==> src/rtl/pc_sequencer_pkg.sv <==
// Shared definitions for the program-counter sequencer: next-PC source
// encoding and default address constants.
package pc_pkg;

  // Which source feeds the PC register on the next edge.
  typedef enum logic [2:0] {
    SRC_SEQ,
    SRC_REDIRECT,
    SRC_CALL,
    SRC_RETURN,
    SRC_EXC,
    SRC_ERET
  } pc_src_e;

  localparam logic [31:0] DEF_RESET_VECTOR = 32'h0040_0000;
  localparam logic [31:0] DEF_EXC_VECTOR   = 32'h8000_0180;
  localparam logic [31:0] DEF_INCR         = 32'd4;

endpackage

==> src/rtl/pc_sequencer_if.sv <==
// Fetch-side control/PC bus of the program-counter sequencer.
// Optional macro: PC_EXCEPTION_EN adds Exception, ERet and EPC.
interface pc_sequencer_if #(
  parameter int N = 32
);
  logic         PCWrite;
  logic         Redirect;
  logic         Call;
  logic         Return;
  logic [N-1:0] RedirectPC;
  logic [N-1:0] PCValue;
  logic [N-1:0] PCPlus;
`ifdef PC_EXCEPTION_EN
  logic         Exception;
  logic         ERet;
  logic [N-1:0] EPC;

  modport master (output PCWrite, Redirect, Call, Return, RedirectPC, Exception, ERet,
                  input  PCValue, PCPlus, EPC);
  modport slave  (input  PCWrite, Redirect, Call, Return, RedirectPC, Exception, ERet,
                  output PCValue, PCPlus, EPC);
`else
  modport master (output PCWrite, Redirect, Call, Return, RedirectPC,
                  input  PCValue, PCPlus);
  modport slave  (input  PCWrite, Redirect, Call, Return, RedirectPC,
                  output PCValue, PCPlus);
`endif
endinterface

==> src/rtl/pc_sequencer_ras_stack.sv <==
// Circular return-address stack. A push on a full stack overwrites the
// oldest entry; push+pop together replaces the top (or pushes when empty).
module ras_stack #(
  parameter int N     = 32,
  parameter int DEPTH = 8
) (
  input  logic                         clk,
  input  logic                         reset,
  input  logic                         i_en,
  input  logic                         i_push,
  input  logic                         i_pop,
  input  logic [N-1:0]                 i_din,
  output logic [N-1:0]                 o_top,
  output logic [$clog2(DEPTH+1)-1:0]   o_count,
  output logic                         o_empty,
  output logic                         o_full,
  output logic                         o_ovf,
  output logic                         o_unf
);
  localparam int PW = $clog2(DEPTH);
  localparam int CW = $clog2(DEPTH+1);

  logic [N-1:0]  r_mem [DEPTH];
  logic [PW-1:0] r_ptr;      // next free slot; top lives at r_ptr-1
  logic [CW-1:0] r_count;
  logic          r_ovf;
  logic          r_unf;

  logic [PW-1:0] w_top_idx;
  logic          w_empty;
  logic          w_full;

  assign w_top_idx = r_ptr - PW'(1);
  assign w_empty   = (r_count == '0);
  assign w_full    = (r_count == CW'(DEPTH));

  assign o_top   = w_empty ? '0 : r_mem[w_top_idx];
  assign o_count = r_count;
  assign o_empty = w_empty;
  assign o_full  = w_full;
  assign o_ovf   = r_ovf;
  assign o_unf   = r_unf;

  // Stack update: push / pop / replace, with one-cycle overflow/underflow pulses.
  always_ff @(posedge clk or negedge reset) begin
    if (!reset) begin
      for (int i = 0; i < DEPTH; i++) r_mem[i] <= '0;
      r_ptr   <= '0;
      r_count <= '0;
      r_ovf   <= 1'b0;
      r_unf   <= 1'b0;
    end else begin
      r_ovf <= 1'b0;
      r_unf <= 1'b0;
      if (i_en) begin
        if (i_push && (!i_pop || w_empty)) begin
          // When full, r_ptr already addresses the oldest entry.
          r_mem[r_ptr] <= i_din;
          r_ptr        <= r_ptr + PW'(1);
          if (w_full) r_ovf <= 1'b1;
          else        r_count <= r_count + CW'(1);
        end else if (i_push && i_pop) begin
          r_mem[w_top_idx] <= i_din;
        end else if (i_pop) begin
          if (w_empty) begin
            r_unf <= 1'b1;
          end else begin
            r_ptr   <= w_top_idx;
            r_count <= r_count - CW'(1);
          end
        end
      end
    end
  end
endmodule

==> src/rtl/pc_sequencer.sv <==
// Program-counter sequencer: priority next-PC mux, PC register and a
// return-address stack for return prediction.
// Optional macro: PC_EXCEPTION_EN (Exception/ERet inputs, EPC register).
module pc_sequencer
  import pc_pkg::*;
#(
  parameter int           N            = 32,
  parameter logic [N-1:0] RESET_VECTOR = N'(DEF_RESET_VECTOR),
  parameter logic [N-1:0] INCR         = N'(DEF_INCR),
  parameter int           RAS_DEPTH    = 8,
  parameter logic [N-1:0] EXC_VECTOR   = N'(DEF_EXC_VECTOR)
) (
  input  logic                             clk,
  input  logic                             reset,
  pc_sequencer_if.slave                    bus,
  output logic [N-1:0]                     RASTop,
  output logic [$clog2(RAS_DEPTH+1)-1:0]   RASCount,
  output logic                             RASEmpty,
  output logic                             RASFull,
  output logic                             RASOverflow,
  output logic                             RASUnderflow
);
  logic [N-1:0] r_pc;
  logic [N-1:0] w_pc_plus;
  logic [N-1:0] w_pc_next;
  logic         w_load;
  logic         w_stk_en;
  pc_src_e      w_src;

  assign w_pc_plus   = r_pc + INCR;
  assign bus.PCValue = r_pc;
  assign bus.PCPlus  = w_pc_plus;

`ifdef PC_EXCEPTION_EN
  logic [N-1:0] r_epc;
  assign bus.EPC  = r_epc;
  // Exceptions and returns-from-exception leave the stack untouched.
  assign w_stk_en = bus.PCWrite && !bus.Exception && !bus.ERet;
`else
  assign w_stk_en = bus.PCWrite;
`endif

  // Fixed-priority next-PC source selection.
  always_comb begin
    w_src  = SRC_SEQ;
    w_load = bus.PCWrite;
    if (bus.Call)          w_src = SRC_CALL;
    else if (bus.Return)   w_src = SRC_RETURN;
    else if (bus.Redirect) w_src = SRC_REDIRECT;
`ifdef PC_EXCEPTION_EN
    if (bus.ERet) w_src = SRC_ERET;
    if (bus.Exception) begin
      w_src  = SRC_EXC;
      w_load = 1'b1;
    end
`endif
  end

  // Next-PC value for the chosen source; empty-stack returns fall back to RedirectPC.
  always_comb begin
    w_pc_next = w_pc_plus;
    case (w_src)
      SRC_REDIRECT: w_pc_next = bus.RedirectPC;
      SRC_CALL:     w_pc_next = bus.RedirectPC;
      SRC_RETURN:   w_pc_next = RASEmpty ? bus.RedirectPC : RASTop;
`ifdef PC_EXCEPTION_EN
      SRC_EXC:      w_pc_next = EXC_VECTOR;
      SRC_ERET:     w_pc_next = r_epc;
`endif
      default:      w_pc_next = w_pc_plus;
    endcase
  end

  // PC register; holds while stalled.
  always_ff @(posedge clk or negedge reset) begin
    if (!reset)      r_pc <= RESET_VECTOR;
    else if (w_load) r_pc <= w_pc_next;
  end

`ifdef PC_EXCEPTION_EN
  // Capture the faulting PC on an exception, even during a stall.
  always_ff @(posedge clk or negedge reset) begin
    if (!reset)             r_epc <= '0;
    else if (bus.Exception) r_epc <= r_pc;
  end
`endif

  ras_stack #(
    .N     (N),
    .DEPTH (RAS_DEPTH)
  ) u_ras (
    .clk     (clk),
    .reset   (reset),
    .i_en    (w_stk_en),
    .i_push  (bus.Call),
    .i_pop   (bus.Return),
    .i_din   (w_pc_plus),
    .o_top   (RASTop),
    .o_count (RASCount),
    .o_empty (RASEmpty),
    .o_full  (RASFull),
    .o_ovf   (RASOverflow),
    .o_unf   (RASUnderflow)
  );
endmodule

==> src/flat_wrapper.sv <==
// flat-port wrapper written by rule: the top's interface ports become plain ports
module pc_sequencer_flat import pc_pkg::*;
#(
  parameter int           N            = 32,
  parameter logic [N-1:0] RESET_VECTOR = N'(DEF_RESET_VECTOR),
  parameter logic [N-1:0] INCR         = N'(DEF_INCR),
  parameter int           RAS_DEPTH    = 8,
  parameter logic [N-1:0] EXC_VECTOR   = N'(DEF_EXC_VECTOR)
)
  (clk, reset, RASTop, RASCount, RASEmpty, RASFull, RASOverflow, RASUnderflow, bus_PCWrite, bus_Redirect, bus_Call, bus_Return, bus_RedirectPC, bus_PCValue, bus_PCPlus);
  pc_sequencer_if #(.N(N)) bus_i ();
  input  logic clk;
  input  logic reset;
  output logic [N-1:0] RASTop;
  output logic [$clog2(RAS_DEPTH+1)-1:0] RASCount;
  output logic RASEmpty;
  output logic RASFull;
  output logic RASOverflow;
  output logic RASUnderflow;
  input wire logic [$bits(bus_i.PCWrite)-1:0] bus_PCWrite;
  input wire logic [$bits(bus_i.Redirect)-1:0] bus_Redirect;
  input wire logic [$bits(bus_i.Call)-1:0] bus_Call;
  input wire logic [$bits(bus_i.Return)-1:0] bus_Return;
  input wire logic [$bits(bus_i.RedirectPC)-1:0] bus_RedirectPC;
  output wire logic [$bits(bus_i.PCValue)-1:0] bus_PCValue;
  output wire logic [$bits(bus_i.PCPlus)-1:0] bus_PCPlus;
  assign bus_i.PCWrite = bus_PCWrite;
  assign bus_i.Redirect = bus_Redirect;
  assign bus_i.Call = bus_Call;
  assign bus_i.Return = bus_Return;
  assign bus_i.RedirectPC = bus_RedirectPC;
  assign bus_PCValue = bus_i.PCValue;
  assign bus_PCPlus = bus_i.PCPlus;
  pc_sequencer #(.N(N), .RESET_VECTOR(RESET_VECTOR), .INCR(INCR), .RAS_DEPTH(RAS_DEPTH), .EXC_VECTOR(EXC_VECTOR)) u_core (.clk(clk), .reset(reset), .bus(bus_i), .RASTop(RASTop), .RASCount(RASCount), .RASEmpty(RASEmpty), .RASFull(RASFull), .RASOverflow(RASOverflow), .RASUnderflow(RASUnderflow));
endmodule
==> config.mk <==
export PLATFORM = sky130hd
export DESIGN_NAME = pc_sequencer_flat
export DESIGN_NICKNAME = d
export VERILOG_FILES = /design/src/rtl/pc_sequencer_pkg.sv /design/src/rtl/pc_sequencer_if.sv /design/src/rtl/pc_sequencer_ras_stack.sv /design/src/rtl/pc_sequencer.sv /design/src/flat_wrapper.sv
export SDC_FILE = /design/constraint.sdc
export NUM_CORES = 1
export LEC_CHECK = 0
export BUFFER_PORTS_ARGS = -buffer_cell sky130_fd_sc_hd__buf_4
export CORE_AREA = 8 8 225 281
export DETAILED_ROUTE_END_ITERATION = 7
export DIE_AREA = 0 0 233 289
export SLEW_MARGIN = 30
export SYNTH_ARGS = -nofsm -noshare
export SYNTH_HDL_FRONTEND = slang
export SYNTH_SLANG_ARGS = --single-unit
==> constraint.sdc <==
create_clock -name clk -period 3.9 [get_ports clk]
set_clock_uncertainty 0.15 [all_clocks]
set_input_delay 0.195 -clock clk [delete_from_list [all_inputs] [get_ports clk]]
set_output_delay 0.195 -clock clk [all_outputs]
set_load 0.05 [all_outputs]
==> run summary <==
Seq/Total Area, Yosys -> 0.511
Max Cap Viol -> 0
Clock slew at reported path FFs -> 60 ps
Total GRT Usage -> 0.144
Pre-antenna DRT Iters -> 5
Routed Antenna Nets -> 0
Crit end category -> output pin
Synth unique cells -> 74
Die height -> 289 um
Most frequent cell after synthesis -> dfrtp_1
RePlAce Congestion -> 0.807
Crit path time final -> 3740 ps
Root buf cell -> clkbuf_16
Warning count from the yosys run -> 0
CP Class -> register to output pin
RSZ-0062 raised after global routing -> false
Hold Vio Cnt, Final -> 0
Synth async-reset ratio -> 1.00
Wire length on met3 -> 3990 um
Buf/Inv on CP -> 2
Drt first-iter violations -> 1049
Synth-to-layout area growth -> 25.0%
Worst path cell trace -> nand3_2, nor3_4, nand2_2, or4_4, xor2_1, inv_1, buf_4
Least-Margin Pin Slew -> 1090 ps
Post-synth top area share -> 0.509
Setup_tns -> 0 ps
Cell Rows -> 100
Clk_lat worst skew -> 530 ps
Cts bufs inserted -> 35
HP Class -> input port to register
Dpl hpwl -> 33800 um
Area contributors post-synth -> dfrtp_1 51%, mux4_2 8.2%, a21oi_1 7.3%, nor2_1 6.5%, o21ai_0 3.4%
Top cells by count, synth -> 296 x dfrtp_1, 251 x nor2_1, 213 x a21oi_1
Post-detailed-routing wire length -> 49500 um
Antenna violations before repair -> 0
Placed Cells -> 2293
Crit path max-delay family -> simple AND/OR/NAND/NOR gates
Final worst-path cycle share -> 0.960
Routed vias -> 11700
Final net count -> 1647
CP arrival -> 3400 ps
Peak Freq -> 267 MHz
Port buffer count -> 141
Initial Utilization -> 0.247
I/O pins -> 142
First-pass GRT wire length -> 74600 um
CP max-delay cell -> xor2_1
Htree depth -> 2
DR WL met2 -> 22600 um
Post-Synthesis Cells -> 1451
Post-CTS setup buffer count -> 0
Avg Inst Size Synth -> 10.0 sq um
Largest net degree at the start of global routing -> 74
CP max stage delay -> 610 ps
Syn Nets -> 1496
Slew Limit Headroom -> 0.271
Worst-path fanout max -> 12
Clock sink count -> 297
Fraction of layout cells with a size suffix above 1 -> 0.221
Total gr overflow -> 0
Die Wd -> 233 um
Die ar. -> 67300 sq um
Wire per inst -> 20.7 um
Buffer depth of the longest clock path -> 3
DR DRC count -> 0
Critical path required time -> 3560 ps
CTS tree -> done
Top Layer Used -> met4
Layout Cells excl Fill -> 2392
Number of global-route vias before repair -> 11800
Post-Syn Area -> 14600 sq um
Final setup viols -> 0
Final core utilization -> 0.309
Post-DP Area -> 16600 sq um
Yosys reg bits -> 297
Startpoint types -> register
Area leader, netlist -> dfrtp_1
Antenna Cells -> 0
Slew Viols, Final -> 0
Post-synth EDFFs -> 0
Vias/cell -> 4.90
Ys flop type -> dfrtp_1
Metal1 wirelength -> 21200 um
Core Region -> 58900 sq um
Outcome -> completed
Final Cell Area -> 18200 sq um
## final timing paths
check | startpoint | to | slack (ps) | cells past startpoint
hold / removal | bus_RedirectPC[30] | u_core.bus.PCValue[30] | 70 | 5
max in group asynchronous | reset | u_core.bus.PCValue[22] | 2600 | 3
hold reg to reg | u_core.u_ras.r_mem[10] | u_core.u_ras.r_mem[10] | 320 | 2
setup / recovery | u_core.bus.PCValue[2] | bus_PCPlus[31] | 160 | 7
setup reg to reg | u_core.u_ras.r_ptr[1] | u_core.bus.PCValue[5] | 420 | 9
min in group asynchronous | reset | u_core.u_ras.r_mem[32] | 90 | 2
## metal layers
metal  vias to the layer above  global-route usage
met5                         -                   0
met4                         0              0.0559
met3                        85              0.0345
met2                       447               0.224
met1                      5832               0.193
li1                       5366                   -
## worst min-delay path: stages
cell and delay (ps):
buf_4 110, a21oi_1 130, o21ai_0 120, o21ai_0 90, a311oi_1 50
## layout by cell type (no fill, tap or decap), types with 5 or more instances in the layout
master,netlist,layout
a211o_1,5,5
a21oi_1,213,211
a31oi_1,8,8
a32oi_1,5,5
buf_12,0,11
buf_4,9,174
clkbuf_1,50,8
clkbuf_16,0,37
clkbuf_8,0,8
clkinv_2,0,6
dfrtp_1,296,295
dlygate4sd3_1,0,37
ha_1,7,7
inv_1,42,41
mux2_2,26,26
mux2i_1,35,35
mux4_2,53,53
nand2_1,128,128
nand3_1,22,22
nand4_1,6,6
nor2_1,251,249
nor3_1,10,10
o21ai_0,99,99
o22ai_1,7,7
xnor2_1,24,22
xor2_1,11,10
## cells by family after synthesis
family | Yosys count | synth area share
xor gates and xnor gates | 36 | 0.0222
AOI/OAI and AO/OA | 380 | 0.149
adders and majority gates | 8 | 0.00670
muxes | 119 | 0.131
buffers and inverters | 154 | 0.0468
DFF | 297 | 0.511
and+or+nand+nor | 457 | 0.134
## stage by stage
stage | setup slack (ps) | hold WS, ps
3_5_place_dp | 612 | 80.8
3_3_place_gp | 677 | 236
6_report | 157 | 70.9
5_1_grt | 16.9 | 91.9
2_1_floorplan | 140 | -251
4_1_cts | 49.6 | 35.1
## flip-flops by register name, indices dropped and copies added (netlist names)
name / flops
u_core.u_ras.o_count: 4
u_core.u_ras.o_unf: 1
u_core.u_ras.r_mem: 256
u_core.u_ras.r_ptr: 3
u_core.u_ras.o_ovf: 1
u_core.bus.PCValue: 32
## timing repair
action / CTS / global route
setup endpoints to repair: 0 / 4
resized for setup: 0 / 3
hold endpoints to repair: 101 / 0
hold buffers: 37 / 0
## layout make-up
| type | instances | area, sq um |
|---|---|---|
| repair buffers | 224 | 1940 |
| inverters | 44 | 165 |
| clock inverters | 9 | 98.8 |
| multi-input cells | 1000 | 6530 |
| well taps | 765 | 957 |
| clock buffers | 53 | 1070 |
| flip-flops and latches | 297 | 7430 |
| fillers | 6042 | 40700 |
Power is not shown: default switching activity piles up to over one toggle a cycle in this logic, so the estimate is an artifact.
